**src/rtl/osc_pkg.sv**
```systemverilog
// osc_pkg: shared FSM state type and default parameter values for osc_sampler.
package osc_pkg;

  typedef enum logic [1:0] {
    ST_IDLE    = 2'd0,
    ST_RECORD  = 2'd1,
    ST_CAPTURE = 2'd2,
    ST_HOLD    = 2'd3
  } osc_state_e;

  localparam int OSC_COUNTER_LENGTH = 16;
  localparam int OSC_WINDOW_CYCLES  = 1024;
  localparam int OSC_RESP_BITS      = 32;
  localparam int OSC_MAX_WINDOWS    = 256;

endpackage

```
**src/rtl/osc_debias.sv**
```systemverilog
// osc_debias: von Neumann pair filter. Raw bits are taken in pairs (a, b);
// (1,0) emits 1, (0,1) emits 0, equal pairs emit nothing. The emitted bit is
// presented combinationally in the same cycle as the second bit of the pair.
module osc_debias (
  input  logic CLOCK,
  input  logic RESET,
  input  logic bit_in,
  input  logic bit_vld,
  output logic bit_out,
  output logic bit_out_vld
);

  logic r_have_a;
  logic r_a;

  // Hold the first bit of each pair until its partner arrives.
  always_ff @(posedge CLOCK or negedge RESET) begin
    if (!RESET) begin
      r_have_a <= 1'b0;
      r_a      <= 1'b0;
    end else if (bit_vld) begin
      if (r_have_a) begin
        r_have_a <= 1'b0;
      end else begin
        r_have_a <= 1'b1;
        r_a      <= bit_in;
      end
    end
  end

  assign bit_out     = r_a;
  assign bit_out_vld = bit_vld & r_have_a & (r_a ^ bit_in);

endmodule

```
**src/rtl/osc_sampler.sv**
```systemverilog
// osc_sampler: gates an upstream oscillator bank with RECORDING windows and
// turns window-to-window count increases into response bits.
// Optional feature: define OSC_SAMPLER_DEBIAS_EN to pass raw bits through the
// osc_debias pair filter; a response may then run out of windows (RESP_ERR).
module osc_sampler
  import osc_pkg::*;
#(
  parameter int COUNTER_LENGTH = OSC_COUNTER_LENGTH,
  parameter int WINDOW_CYCLES  = OSC_WINDOW_CYCLES,
  parameter int RESP_BITS      = OSC_RESP_BITS,
  parameter int MAX_WINDOWS    = OSC_MAX_WINDOWS
) (
  input  logic                      CLOCK,
  input  logic                      RESET,
  input  logic                      START,
  input  logic [COUNTER_LENGTH-1:0] BANK_SUM,
  output logic                      RECORDING,
  output logic [RESP_BITS-1:0]      RESP,
  output logic                      RESP_VALID,
  input  logic                      RESP_READY,
  output logic                      RESP_ERR,
  output logic                      BUSY
);

  localparam int CW = $clog2(WINDOW_CYCLES);
  localparam int BW = $clog2(RESP_BITS + 1);
  localparam int WW = $clog2(MAX_WINDOWS + 1);
  localparam logic [CW-1:0] CYC_LAST = CW'(WINDOW_CYCLES - 1);
  localparam logic [BW-1:0] BITS_TGT = BW'(RESP_BITS);
  localparam logic [WW-1:0] WIN_TGT  = WW'(MAX_WINDOWS);

  osc_state_e                r_state;
  logic [CW-1:0]             r_cyc;
  logic [BW-1:0]             r_bits;
  logic [WW-1:0]             r_win;
  logic                      r_first;
  logic [COUNTER_LENGTH-1:0] r_prev;
  logic [RESP_BITS-1:0]      r_resp;
  logic                      r_rec;
  logic                      r_valid;

  logic          w_raw, w_raw_vld;
  logic          w_bit, w_bit_vld;
  logic [BW-1:0] w_bits_nxt;
  logic [WW-1:0] w_win_nxt;
  logic          w_done, w_exh;

  // The first window of a response only seeds prev; later windows compare.
  assign w_raw      = BANK_SUM > r_prev;
  assign w_raw_vld  = (r_state == ST_CAPTURE) & ~r_first;
  assign w_bits_nxt = r_bits + BW'(w_bit_vld);
  assign w_win_nxt  = r_win + WW'(1);
  assign w_done     = (w_bits_nxt == BITS_TGT);
  assign w_exh      = (w_win_nxt == WIN_TGT);

`ifdef OSC_SAMPLER_DEBIAS_EN
  logic r_db_run;
  logic r_err;

  // The pair filter is held in reset outside a response so a half pair left
  // by an exhausted response never pairs with the next response's bits.
  osc_debias u_debias (
    .CLOCK       (CLOCK),
    .RESET       (r_db_run),
    .bit_in      (w_raw),
    .bit_vld     (w_raw_vld),
    .bit_out     (w_bit),
    .bit_out_vld (w_bit_vld)
  );

  // Pair-filter run enable and error flag for window-budget exhaustion.
  always_ff @(posedge CLOCK or negedge RESET) begin
    if (!RESET) begin
      r_db_run <= 1'b0;
      r_err    <= 1'b0;
    end else if (r_state == ST_IDLE && START) begin
      r_db_run <= 1'b1;
      r_err    <= 1'b0;
    end else if (r_state == ST_CAPTURE && !w_done && w_exh) begin
      r_err    <= 1'b1;
    end else if (r_state == ST_HOLD && RESP_READY) begin
      r_db_run <= 1'b0;
      r_err    <= 1'b0;
    end
  end

  assign RESP_ERR = r_err;
`else
  assign w_bit     = w_raw;
  assign w_bit_vld = w_raw_vld;
  assign RESP_ERR  = 1'b0;
`endif

  // Main sequencer: record window, capture, repeat until full or out of budget.
  always_ff @(posedge CLOCK or negedge RESET) begin
    if (!RESET) begin
      r_state <= ST_IDLE;
      r_cyc   <= '0;
      r_bits  <= '0;
      r_win   <= '0;
      r_first <= 1'b0;
      r_prev  <= '0;
      r_resp  <= '0;
      r_rec   <= 1'b0;
      r_valid <= 1'b0;
    end else begin
      case (r_state)
        ST_IDLE: begin
          if (START) begin
            r_state <= ST_RECORD;
            r_rec   <= 1'b1;
            r_cyc   <= '0;
            r_bits  <= '0;
            r_win   <= '0;
            r_resp  <= '0;
            r_first <= 1'b1;
          end
        end
        ST_RECORD: begin
          if (r_cyc == CYC_LAST) begin
            r_state <= ST_CAPTURE;
            r_rec   <= 1'b0;
          end else begin
            r_cyc <= r_cyc + CW'(1);
          end
        end
        ST_CAPTURE: begin
          r_prev  <= BANK_SUM;
          r_first <= 1'b0;
          r_win   <= w_win_nxt;
          if (w_bit_vld) begin
            r_resp <= (r_resp << 1) | RESP_BITS'(w_bit);
            r_bits <= w_bits_nxt;
          end
          if (w_done || w_exh) begin
            r_state <= ST_HOLD;
            r_valid <= 1'b1;
          end else begin
            r_state <= ST_RECORD;
            r_rec   <= 1'b1;
            r_cyc   <= '0;
          end
        end
        ST_HOLD: begin
          if (RESP_READY) begin
            r_state <= ST_IDLE;
            r_valid <= 1'b0;
          end
        end
        default: r_state <= ST_IDLE;
      endcase
    end
  end

  assign RECORDING  = r_rec;
  assign RESP       = r_resp;
  assign RESP_VALID = r_valid;
  assign BUSY       = (r_state != ST_IDLE);

endmodule

```
**config.mk**
```make
export PLATFORM = sky130hd
export DESIGN_NAME = osc_sampler
export DESIGN_NICKNAME = d
export VERILOG_FILES = /design/src/rtl/osc_pkg.sv /design/src/rtl/osc_debias.sv /design/src/rtl/osc_sampler.sv
export SDC_FILE = /design/constraint.sdc
export NUM_CORES = 1
export LEC_CHECK = 0
export ABC_AREA = 1
export CAP_MARGIN = 20
export CORE_MARGIN = 4
export CORE_UTILIZATION = 57
export CTS_CLUSTER_DIAMETER = 60
export CTS_CLUSTER_SIZE = 20
export DETAILED_ROUTE_END_ITERATION = 7
export PLACE_DENSITY = 0.83
export REMOVE_ABC_BUFFERS = 1
export SYNTH_ARGS = -nofsm -noshare
export SYNTH_HDL_FRONTEND = slang
export SYNTH_SLANG_ARGS = --single-unit
```
**constraint.sdc**
```tcl
create_clock -name CLOCK -period 3.66 [get_ports CLOCK]
set_input_delay 0.366 -clock CLOCK [delete_from_list [all_inputs] [get_ports CLOCK]]
set_output_delay 0.366 -clock CLOCK [all_outputs]
set_load 0.005 [all_outputs]
```
**Word-level counts from Yosys, hierarchy flattened**

Index checks and enable logic that the tools add are counted.

- Flip-flop bits (word level): 78
- Input bits: 20
- Output and inout bits: 36
- Word-level logic and storage cells: 66

- Add/subtract/negate cells: 3
- $lt $le $gt $ge: 1
- Equal/unequal tests: 13
- Multiplexer cells: 25
- Bitwise logic cells: 3
- Reductions and logical operators: 12

Operators by type and width:

| operator | count |
|---|---|
| 32-bit 2-to-1 mux | 2 |
| 32-bit case mux with 2 select lines | 1 |
| 32-bit by 1-bit bitwise OR with 32-bit output | 1 |
| 10-bit 2-to-1 mux | 3 |
| 10-bit case mux with 3 select lines | 1 |
| 9-bit case mux with 2 select lines | 1 |
| 16-bit greater-than comparator | 1 |
| 6-bit 2-to-1 mux | 2 |
| 2-bit inequality test (second input constant) | 6 |
| 6-bit case mux with 2 select lines | 1 |
| 10-bit by 1-bit adder with 10-bit output (second input constant) | 1 |
| 10-bit == test (second input constant) | 1 |
| 9-bit by 1-bit adder with 9-bit output (second input constant) | 1 |
| 9-bit == test (second input constant) | 1 |
| 9-bit 2-to-1 mux | 1 |
| 3-bit AND reduction | 3 |
| 2-bit 2-to-1 mux | 4 |
| 2-bit case mux with 4 select lines | 1 |
| 4-bit AND reduction | 2 |
| 6-bit by 1-bit adder with 6-bit output | 1 |
| 6-bit == test (second input constant) | 1 |
| 2-bit nonzero test | 3 |
| 1-bit 2-to-1 mux | 5 |
| 2-bit == test (second input constant) | 2 |
| 10 further kinds | 11 |

**Logic depth before layout (Yosys ltp)**

- Word-level depth: 7
- Mapped depth: 17
- Depth with buffers taken out: 17

**Least setup slack after synthesis**

No wires, ideal clock.

- Kind: reg-to-reg
- Start: reg r_state[1]
- End: reg r_cyc[2]
- Setup time: 120 ps
- Arrival time: 1926 ps
- Data required time: 3540 ps
- Setup slack: 1614 ps
- Cell stages (with the launch flop): 16
- Buffers on the path: 0
- Cell sequence: dfrtp_1 -> inv_2 -> nor2_4 -> inv_2 -> nor2_4 -> ha_1 -> nand2_1 -> nor2_4 -> xor2_1 -> nor2_1 -> nand2_1 -> nand3_2 -> nand2_4 -> nand2_8 -> nand2_2 -> nand2_1

- Word-level cells in the longest chain between the ends: 7
- Elaborated cells on any way between the ends: 13

RTL lines:

| item | line | RTL |
|---|---|---|
| start, declared | osc_sampler.sv:32 | `osc_state_e r_state;` |
| start signal, assigned | osc_sampler.sv:97 | `r_state <= ST_IDLE;` |
| start signal, assigned | osc_sampler.sv:110 | `r_state <= ST_RECORD;` |
| start signal, assigned | osc_sampler.sv:121 | `r_state <= ST_CAPTURE;` |
| 2-bit == test | osc_sampler.sv:50, osc_sampler.sv:107 |  |
| 1-bit AND | osc_sampler.sv:50 | `assign w_raw_vld = (r_state == ST_CAPTURE) & ~r_first;` |
| 6-bit by 1-bit adder with 6-bit output | osc_sampler.sv:51 | `assign w_bits_nxt = r_bits + BW'(w_bit_vld);` |
| 6-bit == test | osc_sampler.sv:53 | `assign w_done = (w_bits_nxt == BITS_TGT);` |
| 1-bit logical OR | osc_sampler.sv:135 | `if (w_done \|\| w_exh) begin` |
| 2-bit inequality test (no line) | - |  |
| 4-bit AND reduction (no line) | - |  |
| end signal, assigned | osc_sampler.sv:124 | `r_cyc <= r_cyc + CW'(1);` |
| end, declared | osc_sampler.sv:33 | `logic [CW-1:0] r_cyc;` |

Parallel ways exist; a longest one is shown, timed or not.
A chain may end at the register's enable or synchronous reset.

**Worst setup path in the final report**

- Start: reg r_state[1]
- End: reg r_cyc[1]

Same word-level chain as after synthesis.

==> flow_metrics.env <==
export IMPL_outcome="finished, final reports clean"
export IMPL_crit_path_end_kind="flip-flop"
export IMPL_period_needed_ns=2.423
export IMPL_dr_wl_met2_mm=4.308
export IMPL_vias=3332
export IMPL_synthFlopType="dfrtp_1"
export IMPL_io_buffer_count=54
export IMPL_clkSlewWorstSetupHoldPaths_ns=0.09
export IMPL_grt_pass1_wl_mm=14.82
export IMPL_synth_cell_types=32
export IMPL_p_per_area_nw_per_um2=426.9
export IMPL_layout_drive_gt1_share_pct=12.08
export IMPL_hold_buffers=0
export IMPL_finalHoldViolations=0
export IMPL_num_rows=30
export IMPL_synthCells=472
export IMPL_die_w_um=92.35
export IMPL_die_height_um=92.35
export IMPL_cp_required_ns=3.91
export IMPL_synth_compound_area_share_pct=13.11
export IMPL_whs_ns=0.1551
export IMPL_routed_wl_mm=8.522
export IMPL_critPathMaxFanout=14
export IMPL_worst_pin_slew_ns=0.9612
export IMPL_maxCapViolCount=0
export IMPL_clkPwrFrac_pct=35.5
export IMPL_drtPass1Iterations=7
export IMPL_fin_cells=626
export IMPL_yosys_area_share_simple_pct=22.83
export IMPL_synth_area_leaders="dfrtp_1 48%, nand2_1 9.0%, ha_1 6.5%"
export IMPL_cts_num_sinks=78
export IMPL_net_switching_power_mw=0.6379
export IMPL_fin_area_um2=4885
export IMPL_async_reset_ff_share_pct=100.0
export IMPL_die_area_um2=8528
export IMPL_cts_resized_gates=0
export IMPL_io_pins=56
export IMPL_p_sw_share_pct=30.59
export IMPL_grt_max_degree=79
export IMPL_diodes=0
export IMPL_total_leakage_power_nw=2.233
export IMPL_initial_utilization_pct=59.03
export IMPL_dp_hpwl_mm=6.028
export IMPL_grt_pass1_vias=3244
export IMPL_seq_area_frac_synth_pct=48.13
export IMPL_post_cts_setup_buffers=0
export IMPL_top_layer="met4"
export IMPL_ys_ff_latch=78
export IMPL_cts_root_buf="clkbuf_8"
export IMPL_synth_xor_area_share_pct=0.8639
export IMPL_cts_tree="yes"
export IMPL_hp_class="primary input to asynchronous set/reset pin"
export IMPL_muxShareOfSynthArea_pct=0
export IMPL_placed_area_um2=4654
export IMPL_worstPathArrival_ns=2.68
export IMPL_synth_top_family_by_area="simple AND/OR/NAND/NOR gates"
export IMPL_synthAdderAreaFrac_pct=6.479
export IMPL_wl_met1_mm=3.681
export IMPL_synth_area_um2=4055
export IMPL_final_nets=566
export IMPL_min_period_over_period_pct=66.21
export IMPL_comb_power_share_pct=18.0
export IMPL_place_gp_congestion=0.8316
export IMPL_coreArea_um2=6869
export IMPL_overflow=0
export IMPL_power_mw=2.086
export IMPL_ir_drop_uv=222.0
export IMPL_start_kind="flip-flop"
export IMPL_final_setup_viol_count=0
export IMPL_wl_met3_um=361
export IMPL_first_iter_violations=216
export IMPL_max_freq_ghz=0.4127
export IMPL_synth_edf_count=0
export IMPL_finalMaxSlewViolations=0
export IMPL_grt_usage_pct=21.67
export IMPL_yosysMostFrequentCell="nand2_1"
export IMPL_vias_per_cell=5.323
export IMPL_yosysTopAreaCell="dfrtp_1"
export IMPL_dpl_cell_count=610
export IMPL_drc_errors=0
export IMPL_clock_latency_ns=0.36
export IMPL_ant_nets=0
export IMPL_slew_headroom_pct=35.92
export IMPL_clock_path_buffers=2
export IMPL_htreeDepth=3
export IMPL_tns_ns=0
export IMPL_numCtsBuffers=9
export IMPL_seqPwrFrac_pct=46.4
export IMPL_antenna_found_initial=0
export IMPL_wl_per_cell_um=13.61
export IMPL_synthToLayoutAreaGrowth_pct=20.46
export IMPL_p_int_mw=1.448
export IMPL_synth_top_cell_area_share_pct=48.13
export IMPL_critPathKind="flip-flop to flip-flop"
export IMPL_synth_avg_cell_area_um2=8.591
export IMPL_ys_warn_count=0
export IMPL_synth_common_cells="97 x nand2_1, 78 x dfrtp_1, 65 x inv_1"
export IMPL_rsz0062_at_grt="false"
export IMPL_skew_ns=0.008685
[worst paths after layout]
kind	from	to	slack, ns	cells past startpoint
min in group CLOCK	RESP_VALID$_DFFE_PN0P_	RESP_VALID$_DFFE_PN0P_	0.49	2
worst min-delay path	RESET	r_prev[13]$_DFFE_PN0N_	0.16	1
worst min register to register	RESP_VALID$_DFFE_PN0P_	RESP_VALID$_DFFE_PN0P_	0.49	2
max in group asynchronous	RESET	RESP[9]$_DFFE_PN0P_	2.89	1
worst max register to register	r_state[1]$_DFFE_PN0P_	r_cyc[1]$_DFFE_PN0P_	1.24	15
worst max-delay path	r_state[1]$_DFFE_PN0P_	r_cyc[1]$_DFFE_PN0P_	1.24	15
[critical path, cell delays in order (launching register included)]
cell	delay [ns]
dfrtp_1	0.44
inv_2	0.09
nor2_4	0.09
inv_2	0.14
nor2_4	0.22
ha_1	0.22
nand2_1	0.09
nor2_4	0.11
xor2_1	0.22
nor2_1	0.07
nand2_1	0.10
nand3_2	0.10
nand2_4	0.17
nand2_8	0.12
nand2_2	0.08
nand2_1	0.05
[registers in the layout, indices dropped and copies added, names as in the netlist]
signal and cells:
RECORDING 1, RESP 32, RESP_VALID 1, r_bits 6
r_cyc 10, r_first 1, r_prev 16, r_state 2
r_win 9
[cells by family after synthesis]
logic type	count (synthesis)
AOI/OAI and AO/OA	91
xor gates and xnor gates	4
adders and majority gates	21
buffers and inverters	87
DFF	78
other	1
and+or+nand+nor	190
[power by group through the flow]
stage / Combinational (mW) / Clock (mW) / Sequential [mW]
finish: 0.376 / 0.741 / 0.968
global route: 0.426 / 0.783 / 0.976
CTS: 0.378 / 0.753 / 0.969
detailed placement: 0.372 / 0 / 0.985
global placement: 0.362 / 0 / 0.982
floorplan: 0.248 / 0 / 0.974
[area by class of cell]
class                      instances  area [um2]
timing repair buffer              55       545.5
clock buffer                       9       123.9
sequential                        78        1952
multi-input combinational        307        1759
tap                               96       120.1
clock inverter                     7       106.4
fill                             540        1984
inverter                          74       277.8
[placed cells by master (no fill, tap or decap), types with 3 or more instances in the layout]
cell	netlist	routed
nand3_2	5	5
o31ai_2	4	4
nand2_2	14	14
dfrtp_1	78	78
xor2_1	4	4
clkbuf_8	0	9
nand2_1	97	97
nor2_1	23	23
o21bai_1	3	3
inv_2	9	9
o31ai_1	3	3
nor2_4	8	8
o21ai_1	17	17
inv_1	65	65
o21ai_0	30	30
ha_1	21	21
a21oi_1	12	12
nand3_1	28	28
clkinv_4	0	3
nor3_1	5	5
nor2_2	4	4
clkdlybuf4s50_1	0	53
o22ai_1	18	18
[per-layer routing]
metal  GRT usage (%)  vias to the layer above
met2           36.62                       77
li1                -                     1635
met3           3.006                       13
met5               0                        -
met1           27.00                     1607
met4           11.39                        0
[stage by stage]
step / utilization [%] / setup WS [ns]
4_1_cts: 71.11 / 1.240
2_1_floorplan: - / 0.9113
3_3_place_gp: 67.76 / 1.416
6_report: 71.11 / 1.237
5_1_grt: 71.11 / 0.9982
3_5_place_dp: 67.76 / 1.270
(Power assumes the default switching activity.)
